## config.mk

```make
export PLATFORM = sky130hd
export DESIGN_NAME = data_mem_interface
export DESIGN_NICKNAME = d
export VERILOG_FILES = /design/src/rtl/data_mem_interface.sv
export SDC_FILE = /design/constraint.sdc
export NUM_CORES = 1
export LEC_CHECK = 0
export BUFFER_PORTS_ARGS = -buffer_cell sky130_fd_sc_hd__buf_2
export CAP_MARGIN = 10
export CELL_PAD_IN_SITES_DETAIL_PLACEMENT = 0
export CELL_PAD_IN_SITES_GLOBAL_PLACEMENT = 1
export CORE_MARGIN = 5
export CORE_UTILIZATION = 33
export CTS_BUF_LIST = sky130_fd_sc_hd__clkbuf_4
export DETAILED_ROUTE_END_ITERATION = 6
export HOLD_SLACK_MARGIN = 0.02
export PLACE_DENSITY_LB_ADDON = 0.1
export SLEW_MARGIN = 25
export SYNTH_ARGS = -nofsm -noshare
export SYNTH_HDL_FRONTEND = slang
export SYNTH_SLANG_ARGS = --single-unit
```

## constraint.sdc

```tcl
create_clock -name clock -period 1.85 [get_ports clock]
set_clock_uncertainty 0.1 [all_clocks]
set_input_delay 0.185 -clock clock [delete_from_list [all_inputs] [get_ports clock]]
set_output_delay 0.185 -clock clock [all_outputs]
set_load 0.02 [all_outputs]
```

## src/rtl/data_mem_interface.sv

```systemverilog
// Multi-cycle bridge from the core data-memory port to a word-wide ready-handshake bus.
// Aligns stores onto byte lanes, extends loads, stalls the core and flags misalignment/faults.
module data_mem_interface #(
  parameter int unsigned TIMEOUT_CYCLES = 255,
  parameter int unsigned TIMEOUT_WIDTH  = 8
) (
  input  logic        clock,
  input  logic        reset,
  input  logic        core_read_enable,
  input  logic        core_write_enable,
  input  logic [31:0] core_address,
  input  logic [31:0] core_write_data,
  input  logic [2:0]  core_width,
  output logic [31:0] core_read_data,
  output logic        core_stall,
  output logic        core_misaligned,
  output logic        core_fault,
  output logic        bus_request,
  output logic        bus_write,
  output logic [31:0] bus_address,
  output logic [3:0]  bus_byte_enable,
  output logic [31:0] bus_write_data,
  input  logic        bus_ready,
  input  logic [31:0] bus_read_data,
  input  logic        bus_error
);

  typedef enum logic [1:0] {S_IDLE, S_WAIT, S_DONE} state_t;

  // Counter value seen in the last permitted WAIT cycle without ready.
  localparam logic [TIMEOUT_WIDTH-1:0] TO_LAST =
    (TIMEOUT_CYCLES == 0) ? '0 : TIMEOUT_WIDTH'(TIMEOUT_CYCLES - 1);

  state_t                   state_q, state_d;
  logic [29:0]              addr_q, addr_d;
  logic [3:0]               be_q, be_d;
  logic [31:0]              wdata_q, wdata_d;
  logic                     write_q, write_d;
  logic [2:0]               width_q, width_d;
  logic [1:0]               lane_q, lane_d;
  logic [TIMEOUT_WIDTH-1:0] cnt_q, cnt_d;
  logic [31:0]              rdata_q, rdata_d;
  logic                     fault_q, fault_d;

  logic       access, aligned, timeout_hit;
  logic [3:0] be_st;
  logic [31:0] wd_st;

  function automatic logic [31:0] load_extend(input logic [31:0] w, input logic [2:0] f,
                                               input logic [1:0] lane);
    logic [7:0]  b;
    logic [15:0] h;
    case (lane)
      2'd0:    b = w[7:0];
      2'd1:    b = w[15:8];
      2'd2:    b = w[23:16];
      default: b = w[31:24];
    endcase
    h = lane[1] ? w[31:16] : w[15:0];
    case (f)
      3'b000:  return {{24{b[7]}}, b};
      3'b001:  return {{16{h[15]}}, h};
      3'b100:  return {24'd0, b};
      3'b101:  return {16'd0, h};
      default: return w;
    endcase
  endfunction

  always_comb begin
    access = core_read_enable | core_write_enable;
    case (core_width)
      3'b000, 3'b100: aligned = 1'b1;
      3'b001, 3'b101: aligned = ~core_address[0];
      3'b010:         aligned = (core_address[1:0] == 2'b00);
      default:        aligned = 1'b0;
    endcase
    case (core_width[1:0])
      2'b00: begin
        be_st = 4'b0001 << core_address[1:0];
        wd_st = {4{core_write_data[7:0]}};
      end
      2'b01: begin
        be_st = 4'b0011 << {core_address[1], 1'b0};
        wd_st = {2{core_write_data[15:0]}};
      end
      default: begin
        be_st = 4'b1111;
        wd_st = core_write_data;
      end
    endcase
    timeout_hit = (TIMEOUT_CYCLES != 0) && (cnt_q == TO_LAST);
  end

  always_comb begin
    state_d = state_q;
    addr_d  = addr_q;
    be_d    = be_q;
    wdata_d = wdata_q;
    write_d = write_q;
    width_d = width_q;
    lane_d  = lane_q;
    cnt_d   = cnt_q;
    rdata_d = rdata_q;
    fault_d = 1'b0;
    case (state_q)
      S_IDLE: begin
        if (access && aligned) begin
          // Write wins when both enables are high.
          write_d = core_write_enable;
          addr_d  = core_address[31:2];
          be_d    = core_write_enable ? be_st : 4'b1111;
          wdata_d = core_write_enable ? wd_st : '0;
          width_d = core_width;
          lane_d  = core_address[1:0];
          cnt_d   = '0;
          state_d = S_WAIT;
        end else if (access) begin
          rdata_d = '0;
        end
      end
      S_WAIT: begin
        if (bus_ready) begin
          fault_d = bus_error;
          rdata_d = (bus_error || write_q) ? '0 : load_extend(bus_read_data, width_q, lane_q);
          state_d = S_DONE;
        end else if (timeout_hit) begin
          fault_d = 1'b1;
          rdata_d = '0;
          state_d = S_DONE;
        end else if (cnt_q != '1) begin
          cnt_d = cnt_q + 1'b1;
        end
      end
      default: state_d = S_IDLE;
    endcase
  end

  always_ff @(posedge clock) begin
    if (!reset) begin
      state_q <= S_IDLE;
      addr_q  <= '0;
      be_q    <= '0;
      wdata_q <= '0;
      write_q <= 1'b0;
      width_q <= '0;
      lane_q  <= '0;
      cnt_q   <= '0;
      rdata_q <= '0;
      fault_q <= 1'b0;
    end else begin
      state_q <= state_d;
      addr_q  <= addr_d;
      be_q    <= be_d;
      wdata_q <= wdata_d;
      write_q <= write_d;
      width_q <= width_d;
      lane_q  <= lane_d;
      cnt_q   <= cnt_d;
      rdata_q <= rdata_d;
      fault_q <= fault_d;
    end
  end

  assign core_read_data  = rdata_q;
  assign core_fault      = fault_q;
  assign core_misaligned = (state_q == S_IDLE) && access && !aligned;
  assign core_stall      = reset && (((state_q == S_IDLE) && access && aligned) || (state_q == S_WAIT));
  assign bus_request     = (state_q == S_WAIT);
  assign bus_write       = write_q;
  assign bus_address     = {addr_q, 2'b00};
  assign bus_byte_enable = be_q;
  assign bus_write_data  = wdata_q;

endmodule
```

==> results by group, run 1 <==
Status
  • Status: finished, final reports clean

GRT
  • GRT Resource Usage Total: 0.186
  • Most Used Layer, Global Route: met2
  • Global route overflow: 0
  • Largest net degree at the start of global routing: 49
  • Initial antenna violation count: 3
  • GR Util met1: 0.227
  • GR Util met2: 0.312
  • Vias in the first global route: just under 6000
  • First-pass GRT wire length: 29.7 mm
  • Global-route met3 utilization: 0.0669

STA
  • Final slew viol count: 0
  • Minimum clock period after layout: 1840 ps
  • Final setup viols: 0
  • RSZ-0062 raised after global routing: yes
  • Fin. Hold Viols: 0
  • Slew @ Worst Pin: 674 ps
  • Max-slew headroom: 0.550
  • Period utilization: 0.993
  • Fmax: roughly 540 MHz
  • WHS: 76.6 ps

Power
  • Combinational power share: 0.232
  • P_sw: roughly 1700 uW
  • Sw Ratio: 0.289
  • Clock share of power: 0.320
  • Pwr dens: around 690 mW/mm^2
  • Flop pwr share: 0.448
  • Leak: between 0.003 and 0.004 uW
  • Pint: about 4200 uW
  • Worst vdd ir: 0.411 mV

Route
  • Post-DRT Antenna Nets: 0
  • Vias: between 5000 and 6000
  • Initial DRC count: ~250
  • Total routed wirelength: about 18 mm
  • DR pass1 iterations: 4
  • DR WL/cell: approximately 15 um
  • Vias per std cell: between 4 and 5
  • Drc violations: 0

Worst setup path
  • Critical path type: reg2out
  • Req. time, crit path: approximately 1600 ps
  • Crit path arrival time: approximately 1600 ps
  • Startpoint Class: register
  • Crit end category: primary output
  • Crit Path Max Fanout: 4

Logic synthesis
  • Ys Warns: 0
  • Simple-Gate Fraction of Synth Area: 0.179
  • Synth Area in Adders: 0.00457
  • Syn_area_per_cell: around 8.8 um^2
  • Cell variety after synth: 52
  • Main flop type after synthesis: dfxtp_1
  • Xor/xnor share of the synthesized area: 0
  • Post-synth EDFFs: 0
  • Post-synthesis instance total: roughly 630
  • Compound-Gate Fraction of Synth Area: 0.247
  • Post-synth ARST share: 0
  • Syn Std Cell Area: 0.00547 mm^2
  • Share of the yosys chip area belonging to registers: 0.421
  • Mux share of post-synthesis cell area: 0.0974
  • Main combinational cell family by area after synthesis: compound AO/OA/AOI/OAI gates
  • Register bit count reported by yosys: 115

Die
  • Die area: between 0.015 and 0.02 mm^2
  • Vert. Die Dim: ~140 um
  • Row cnt: 47
  • Io pins: 210
  • Initial core utilization: 0.333
  • Core ar.: about 0.016 mm^2
  • DIE WIDTH: about 140 um

Placement
  • Port Buffers: a little over 200
  • Placed Instances: roughly 1000
  • Placer Congestion: ~0.84
  • Dpl hpwl: 12.9 mm

Finish
  • End-of-flow core utilization: 0.519
  • Area Growth Syn to Fin: 55.8%
  • Layout cells sized above 1: 0.358
  • # nets final: 1058
  • Non-Filler Instances: roughly 1200

Clocking
  • TritonCTS clock tree: built
  • Clock transition at path regs: around 100 ps
  • H-tree depth: 4
  • Num Clock Sinks: about 120
  • CTS Root Cell: clkbuf_4
  • Clock latency on the worst-skew pair: ~500 ps
  • Clock buffer depth: 2
  • Cts bufs inserted: 17

Job
  • Max-cap violations: 0

Min path
  • Worst hold path type: in2reg
[routing by layer]
metal / vias to the layer above / routed length, um
met3: 20 / 1300
met2: 186 / 8760
met1: 2575 / 8070
li1: 2887 / -
met4: 2 / 231
met5: - / 13
[what timing repair did]
action                                  CTS  global route
endpoints found under the setup margin    6            42
hold endpoints to repair                 98             0
gates cloned                              0             3
hold buffers                             99             0
setup buffers                             2             5
pin swaps                                 1             5
resized for setup                         8            21
[per-stage QoR]
stage / power, uW / cell area [um^2] / setup TNS [ps] / worst slack (ps)
after CTS: 5930 / 8340 / -52.2 / -52.2
after floorplan: 3370 / 5580 / -1970 / -61.7
final: 5870 / 8520 / 0 / 12.6
after global placement: 3830 / 7050 / -17680 / -234
after global routing: 6200 / 8520 / -277 / -127
after detailed placement: 3850 / 7050 / -19620 / -289
[path summary, 6_finish.rpt]
check	end	slack, ps	start	cells past startpoint
max reg2reg	cnt_q[6]	50	state_q[0]	6
min reg2reg	bus_write_data[30]	360	bus_write_data[30]	2
min	bus_write_data[11]	80	core_write_data[11]	4
max	core_stall	10	state_q[0]	4
[cell usage after synthesis, drive strengths merged (7+ instances only)]
| cell | count | share of area |
|---|---|---|
| and3 | 9 | 0.010 |
| dfxtp | 115 | 0.42 |
| buf | 11 | 0.011 |
| mux2 | 24 | 0.049 |
| a21oi | 13 | 0.012 |
| mux2i | 24 | 0.044 |
| nand3 | 33 | 0.030 |
| o2bb2ai | 23 | 0.037 |
| a21boi | 60 | 0.082 |
| a22oi | 16 | 0.022 |
| o21a | 10 | 0.014 |
| nor2b | 10 | 0.011 |
| o21ai | 17 | 0.016 |
| nand2b | 9 | 0.010 |
| inv | 14 | 0.0096 |
| a21o | 8 | 0.011 |
| clkbuf | 45 | 0.031 |
| and2 | 10 | 0.011 |
| a221oi | 7 | 0.011 |
| nor2 | 8 | 0.0055 |
| nand2 | 115 | 0.079 |
[logic make-up after synthesis]
kind of cell	after synthesis
compound gates	179
fa+ha+maj	2
buf+inv	70
flops	115
mux	49
other cells	1
simple gates	209
[critical path, cell delays in order (launching register included)]
cell and delay, ps:
dfxtp_2 340, buf_6 130, a2111oi_4 300, o21a_2 170
buf_6 110
[cell type report]
cell class / count / area [um^2]
Clock inverter: 12 / 140
Timing Repair Buffer: 362 / 2600
Tap cell: 220 / 275
Inverter: 14 / 52.6
Multi-Input combinational cell: 441 / 2990
Clock buffer: 19 / 143
Sequential cell: 115 / 2310
Antenna cell: 5 / 12.5
Fill cell: 1529 / 7890
[cells in the final DEF (no fill, tap or decap), types with 17 or more instances in the layout]
cell type      count
dlygate4sd3_1     99
nand2_1          115
dfxtp_1          110
clkbuf_4          19
a21boi_0          43
a21boi_1          17
mux2_2            24
mux2i_1           23
nand3_1           33
buf_4             43
o2bb2ai_1         22
buf_2            205
[power groups by stage]
| stage | Clock [uW] | Combinational, uW | Sequential, uW |
|---|---|---|---|
| 6_report | 1880 | 1360 | 2630 |
| 5_1_grt | 2060 | 1490 | 2640 |
| 4_1_cts | 1970 | 1330 | 2630 |
| 3_5_place_dp | 0 | 1160 | 2690 |
| 3_3_place_gp | 0 | 1140 | 2690 |
| 2_1_floorplan | 0 | 583 | 2790 |
[registers in the layout, indices dropped and copies added, names as in the netlist]
register / cells
addr_q: 30
bus_byte_enable: 4
bus_write: 1
bus_write_data: 32
cnt_q: 8
core_fault: 1
core_read_data: 32
lane_q: 2
state_q: 2
width_q: 3
(Power assumes the default switching activity.)
==> inputs of run 2 (changes only) <==
--- a/config.mk
+++ b/config.mk
@@ -9,7 +9,7 @@
 export CAP_MARGIN = 10
 export CELL_PAD_IN_SITES_DETAIL_PLACEMENT = 0
 export CELL_PAD_IN_SITES_GLOBAL_PLACEMENT = 1
-export CORE_MARGIN = 5
+export CORE_MARGIN = 2
 export CORE_UTILIZATION = 33
 export CTS_BUF_LIST = sky130_fd_sc_hd__clkbuf_4
 export DETAILED_ROUTE_END_ITERATION = 6
==> constraint.sdc (replaced) <==
create_clock -name clock -period 1.85 [get_ports clock]
set_clock_uncertainty 0.1 [all_clocks]
set_input_delay 0.0925 -clock clock [delete_from_list [all_inputs] [get_ports clock]]
set_output_delay 0.0925 -clock clock [all_outputs]
set_load 0.02 [all_outputs]
==> run 2 against run 1 <==
Worst setup slack got worse by 48 ps. Final cell count grew 0.34%. Sequential power is essentially flat. Utilization is the same. The run now ends with setup timing left. Count of clock-buffer cells in the layout is the same. Highest routed layer is now met4. Critical path depth rose by 1. Final area unchanged. Largest power group unchanged. Largest cell class unchanged.
==> results by group, run 2 (synthesized netlist as in run 1, its figures left out) <==
STA
  • Fmax: 530 MHz (-2.5%)
  • Slew @ Worst Pin: 523 ps (-151 ps)
  • Minimum clock period after layout: 1890 ps (+48.1 ps)
  • Max-slew headroom: 0.651 (+0.101)
  • Final slew viol count: 0 (unchanged)
  • Final worst slack: -35.5 ps (-48.1 ps)
  • Final setup viols: 1 (+1)
  • RSZ-0062 raised after global routing: yes
  • Fin. Hold Viols: 0 (unchanged)
  • Period utilization: 1.02 (+0.0260)

Finish
  • Sequential cell area: 0.00231 mm^2 (-0.16%)
  • Area Growth Syn to Fin: 55.8% (unchanged)
  • End-of-flow core utilization: 0.519 (unchanged)
  • Fill count: 1585 (+3.7%)
  • # nets final: 1065 (+0.66%)
  • Area of the multi-input gates: 0.00294 mm^2 (-1.7%)
  • Most frequent cells in the layout: buf_2 (206), nand2_1 (115), dlygate4sd3_1 (113)
  • Layout cells sized above 1: 0.339 (-0.0194)
  • Most common cell after layout, fill and taps aside: buf_2

Worst setup path
  • Worst r2r dst: cnt_q[1]
  • CP cell instances: buf_6 > a2111oi_4 > buf_6 > o21a_1 > buf_6
  • Crit Path Max Fanout: 4 (unchanged)
  • Req. time, crit path: 1660 ps (+100 ps)
  • Crit path arrival time: 1690 ps (+140 ps)
  • Most used cell, CP: buf_6
  • Worst reg-to-reg setup slack: 80 ps (+30 ps)
  • Startpoint Class: register
  • Slowest stage cell, crit path: a2111oi_4
  • Reg-to-reg startpoint: state_q[0]
  • Crit-path max cell delay: 340 ps (about the same)
  • Critical path type: reg2out
  • Worst Reg2Reg Path Length in Cells: 6 (unchanged)
  • Crit end category: primary output

Power
  • Power, Total: 5890 uW (+0.22%)
  • Leak: 0.00389 uW (+0.18%)
  • Worst vdd ir: 0.394 mV (-4.2%)
  • Pwr dens: 691 mW/mm^2 (+0.22%)

Clocking
  • CTS Root Cell: clkbuf_4
  • TritonCTS clock tree: built
  • Clock latency on the worst-skew pair: 520 ps (+20 ps)
  • Cts bufs inserted: 17 (unchanged)
  • H-tree depth: 4 (unchanged)
  • Clock transition at path regs: 100 ps (about the same)
  • Clock buffer depth: 2 (unchanged)
  • Num Clock Sinks: 115 (unchanged)

Die
  • Vert. Die Dim: 133 um (-4.3%)
  • Row cnt: 47 (unchanged)
  • Die area: 0.0176 mm^2 (-8.5%)
  • Core ar.: 0.0164 mm^2 (unchanged)
  • DIE WIDTH: 133 um (-4.3%)
  • Io pins: 210 (unchanged)
  • Initial core utilization: 0.333 (unchanged)

Route
  • Post-DRT Antenna Nets: 0 (unchanged)
  • Vias: 5783 (+2.0%)
  • Initial DRC count: 278 (+13%)
  • Drc violations: 0 (unchanged)
  • Vias per std cell: 4.85 (+1.7%)
  • DR WL/cell: 15.0 um (-3.0%)
  • Total routed wirelength: 17.9 mm (-2.7%)
  • DR pass1 iterations: 4 (unchanged)

Placement
  • Placer Congestion: 0.846 (+0.77%)
  • Dpl hpwl: 12.3 mm (-4.7%)
  • Port Buffers: 207 (unchanged)

GRT
  • Initial antenna violation count: 1 (-2)
  • Global route overflow: 0 (unchanged)
  • GRT Resource Usage Total: 0.205 (+0.0191)
  • Vias in the first global route: 5978 (+3.7%)
  • Largest net degree at the start of global routing: 56 (+14%)
  • First-pass GRT wire length: 29.0 mm (-2.4%)

Min path
  • Hold Path End: bus_byte_enable[1]
  • Hold-critical path depth: 5 (+1)
  • Worst Hold Launch: core_address[0]
  • Worst hold path type: in2reg

Status
  • Status: finished, violations left
  • Violated checks: setup timing

Job
  • Max-cap violations: 0 (unchanged)
run 2: changes by cell type in the layout (fill, tap and decap cells not counted), sizes merged:
cell and change:
clkbuf -2, diode -4, dlygate4sd3 +14, clkinv +2, clkinvlp -1, buf -5
run 2: worst max-delay path, delay by kind of cell (launching register included):
family	cells	cell delay [ps]
AOI/OAI and AO/OA	2	450
buffers and inverters	3	380
DFF	1	330
run 2: routing by layer:
layer  GRT usage  share of wire  vias to the layer above
met1       0.242           0.44                     2700
li1            -              -                     2876
met3      0.0690          0.065                       23
met5           0              0                        -
met2       0.349           0.48                      184
met4      0.0693          0.019                        0
run 2: metrics by stage:
| step | instance area [um^2] | TNS, ps | hold WS, ps | setup slack [ps] | instances |
|---|---|---|---|---|---|
| 6_report | 8520 | -35.5 | 83.4 | -35.5 | 1192 |
| 5_1_grt | 8520 | -169 | 32.7 | -150 | 1192 |
| 4_1_cts | 8470 | -91.6 | 11.5 | -91.6 | 1191 |
| 3_3_place_gp | 6990 | -14180 | 233 | -209 | 1041 |
| 3_5_place_dp | 6990 | -17230 | 239 | -240 | 1041 |
| 2_1_floorplan | 5520 | -2.87 | 110 | -2.87 | 626 |
run 2: worst max path at each step:
stage,startpoint,end,slack [ps],cells past startpoint
2_1_floorplan,core_address[0],cnt_q[3],-3,6
3_3_place_gp,core_address[0],bus_byte_enable[3],-210,6
3_5_place_dp,core_address[0],cnt_q[1],-240,6
4_1_cts,state_q[0],core_stall,-90,5
5_1_grt,state_q[0],core_stall,-150,5
6_report,state_q[0],core_stall,-40,5
run 2: what timing repair did:
action	4_1_cts	5_1_grt
endpoints found under the hold margin	115	0
hold buffers	114	0
gates resized for setup	6	19
pin swaps	1	0
cloned	0	0
endpoints found under the setup margin	1	56
buffers inserted	4	0
run 2: area by class of cell:
| class | count | share of cell area |
|---|---|---|
| clock inverters | 13 | 0.0166 |
| multi-input cells | 441 | 0.345 |
| well taps | 220 | 0.0323 |
| repair buffers | 369 | 0.312 |
| inverters | 14 | 0.00617 |
| flip-flops and latches | 115 | 0.271 |
| diodes | 1 | 0.000294 |
| clock buffers | 19 | 0.0167 |
run 2: report_power, final:
group          switching [uW]  leakage, uW  internal (uW)
clock network             954     0.000154            940
registers                57.0     0.000936           2580
logic                     697      0.00280            664
total                    1710      0.00389           4180
==> inputs of run 3 (changes only) <==
--- a/config.mk
+++ b/config.mk
@@ -14,7 +14,7 @@
 export CTS_BUF_LIST = sky130_fd_sc_hd__clkbuf_4
 export DETAILED_ROUTE_END_ITERATION = 6
 export HOLD_SLACK_MARGIN = 0.02
-export PLACE_DENSITY_LB_ADDON = 0.1
+export PLACE_DENSITY = 0.84
 export SLEW_MARGIN = 25
 export SYNTH_ARGS = -nofsm -noshare
 export SYNTH_HDL_FRONTEND = slang
==> constraint.sdc (replaced) <==
create_clock -name clock -period 1.85 [get_ports clock]
set_clock_uncertainty 0.1 [all_clocks]
set_input_delay 0 -clock clock [delete_from_list [all_inputs] [get_ports clock]]
set_output_delay 0 -clock clock [all_outputs]
set_load 0.02 [all_outputs]
==> run 3 against run 2 <==
The flow still finishes with violations (setup timing). Register-to-register slack lost 140 ps. Wire length grew 10%. Sequential cell count is the same. Final area grew 5.6%. Sequential share of layout area shrank 1.4 points. First-iteration DRC count grew 22%. Worst setup slack lost 25 ps. Critical path depth grew 1. Global-route usage grew 0.15 points. Largest cell class is now buffers.
==> results by group, run 3 (synthesized netlist as in run 1, its figures left out) <==
STA
  • WHS: 82.4 ps (-1.00 ps)
  • RSZ-0062 raised after global routing: yes
  • Max-slew headroom: 0.531 (-0.120)
  • Slew @ Worst Pin: 702 ps (+179 ps)
  • Fmax: 524 MHz (-1.3%)
  • Final worst slack: -60.0 ps (-24.6 ps)
  • Minimum clock period after layout: 1910 ps (+24.6 ps)
  • Final setup viols: 5 (+4)
  • Final slew viol count: 0 (unchanged)
  • Period utilization: 1.03 (+0.0133)
  • Fin. Hold Viols: 0 (unchanged)

Worst setup path
  • Critical path's top delay family: compound AO/OA/AOI/OAI gates
  • WP buf/inv: 3 (unchanged)
  • Crit Path Max Fanout: 6 (+2)
  • Startpoint Class: register
  • Crit end category: register
  • Crit-path max cell delay: 480 ps (+140 ps)
  • Most used cell, CP: buf_6
  • Req. time, crit path: 2210 ps (+550 ps)
  • Reg-to-reg startpoint: state_q[0]
  • Crit path arrival time: 2270 ps (+580 ps)
  • Critical path type: reg2reg
  • CP startpoint: state_q[0]
  • CP cell instances: buf_6 > buf_6 > a2111o_2 > buf_4 > a2111oi_4 > mux2i_1
  • Slowest stage cell, crit path: a2111o_2

Placement
  • Placer Congestion: 0.785 (-7.2%)
  • Dpl hpwl: 11.5 mm (-6.0%)
  • DP Worst Slack: -226 ps (+14.0 ps)
  • Port Buffers: 207 (unchanged)
  • DP Area: 0.00693 mm^2 (-0.97%)

GRT
  • Global route overflow: 0 (unchanged)
  • GR Util met1: 0.251 (+0.00884)
  • First-pass GRT wire length: 29.3 mm (+1.2%)
  • GR Util met2: 0.345 (-0.00432)
  • Initial antenna violation count: 0 (-1)
  • Most Used Layer, Global Route: met2
  • GRT Resource Usage Total: 0.207 (+0.00150)
  • Global-route met3 utilization: 0.0670 (-0.00192)
  • Vias in the first global route: 5791 (-3.1%)
  • Largest net degree at the start of global routing: 91 (+63%)

Clocking
  • Clock latency on the worst-skew pair: 530 ps (about the same)
  • Cts bufs inserted: 17 (unchanged)
  • Num Clock Sinks: 115 (unchanged)
  • CTS Root Cell: clkbuf_4
  • TritonCTS clock tree: built
  • H-tree depth: 4 (unchanged)
  • Clock transition at path regs: 110 ps (about the same)
  • Clock buffer depth: 2 (unchanged)

Power
  • Pwr dens: 696 mW/mm^2 (+0.67%)
  • Pint: 4450 uW (+6.5%)
  • Worst vdd ir: 0.357 mV (-9.3%)
  • Clock share of power: 0.329 (+0.007)
  • Leak: 0.00411 uW (+5.7%)
  • Sw Ratio: 0.289 (-0.00133)
  • P_sw: 1810 uW (+5.8%)
  • Flop pwr share: 0.421 (-0.026)
  • Combinational power share: 0.251 (+0.020)

Status
  • Status: finished, violations left
  • Violated checks: setup timing

Finish
  • Area of the multi-input gates: 0.00299 mm^2 (+1.8%)
  • Fill count: 1456 (-8.1%)
  • Sequential cell area: 0.00231 mm^2 (+0.16%)
  • Most common cell after layout, fill and taps aside: buf_2
  • Fin area: 0.00900 mm^2 (+5.6%)
  • Most frequent cells in the layout: buf_2 (206), dlygate4sd3_1 (118), nand2_1 (114)
  • # diodes: 0 (-1)
  • Area Growth Syn to Fin: 64.5%
  • End-of-flow core utilization: 0.548 (+0.0291)
  • # nets final: 1091 (+2.4%)
  • Layout cells sized above 1: 0.359 (+0.0203)

Route
  • DR WL/cell: 16.2 um (+7.8%)
  • DR pass1 iterations: 5 (+1)
  • Post-DRT Antenna Nets: 0 (unchanged)
  • Vias per std cell: 4.95 (+2.0%)
  • Total routed wirelength: 19.7 mm (+10%)
  • Initial DRC count: 339 (+22%)
  • Vias: 6025 (+4.2%)
  • Drc violations: 0 (unchanged)

Die
  • Io pins: 210 (unchanged)
  • Die area: 0.0176 mm^2 (unchanged)
  • Vert. Die Dim: 133 um (unchanged)
  • Core ar.: 0.0164 mm^2 (unchanged)
  • Initial core utilization: 0.333 (unchanged)
  • DIE WIDTH: 133 um (unchanged)
  • Row cnt: 47 (unchanged)

Min path
  • Worst Hold Launch: core_width[0]
  • Worst hold path type: in2reg

Job
  • Max-cap violations: 0 (unchanged)
==> run 3: cell types whose count changed in the layout (fill, tap and decap cells not counted), moves of 4 or more <==
cell / change
buf_6: +9
buf_4: +4
a21boi_0: -15
a21boi_1: +15
dlygate4sd3_1: +5
clkbuf_16: +7
==> run 3: path summary, 6_finish.rpt <==
check | end | slack (ps) | depth (start not counted)
min reg2reg | addr_q[11] | 360 | 2
max reg2reg | cnt_q[7] | -60 | 6
max | cnt_q[7] | -60 | 6
min | bus_byte_enable[0] | 80 | 5
==> run 3: routing by layer <==
layer	up-vias	part of all wire
li1	2939	-
met1	2850	0.43
met2	208	0.49
met3	28	0.060
met4	0	0.021
met5	-	0
==> run 3: area by class of cell <==
class	count	share of cell area
sequential	115	0.257
timing repair buffer	395	0.340
clock inverter	13	0.0184
multi-input combinational	441	0.332
clock buffer	19	0.0159
inverter	14	0.00612
tap	220	0.0306
==> run 3: through the flow <==
step / power, uW / cells / TNS [ps]
finish: 6260 / 1217 / -150
global route: 6570 / 1217 / -2330
CTS: 6120 / 1194 / -30.6
detailed placement: 3790 / 1037 / -10440
global placement: 3790 / 1037 / -8870
floorplan: 3350 / 626 / 0
==> run 3: power by group through the flow <==
stage	clock network [uW]	registers [uW]	logic [uW]
after floorplan	0	2790	563
after global placement	0	2680	1100
after detailed placement	0	2690	1100
after CTS	2120	2630	1370
after global routing	2240	2650	1680
final	2060	2630	1570
==> run 3: timing repair <==
item | 4_1_cts | 5_1_grt
hold buffers | 118 | 0
pin swaps | 2 | 11
gates resized for setup | 9 | 52
hold endpoints to repair | 115 | 0
gates cloned | 2 | 9
setup buffers | 5 | 14
endpoints found under the setup margin | 5 | 82
==> run 3: worst register-to-register path, stage by stage (launching register included) <==
cell	delay (ps)
dfxtp_2	330
buf_6	120
buf_6	120
a2111o_2	480
buf_4	180
a2111oi_4	300
mux2i_1	210
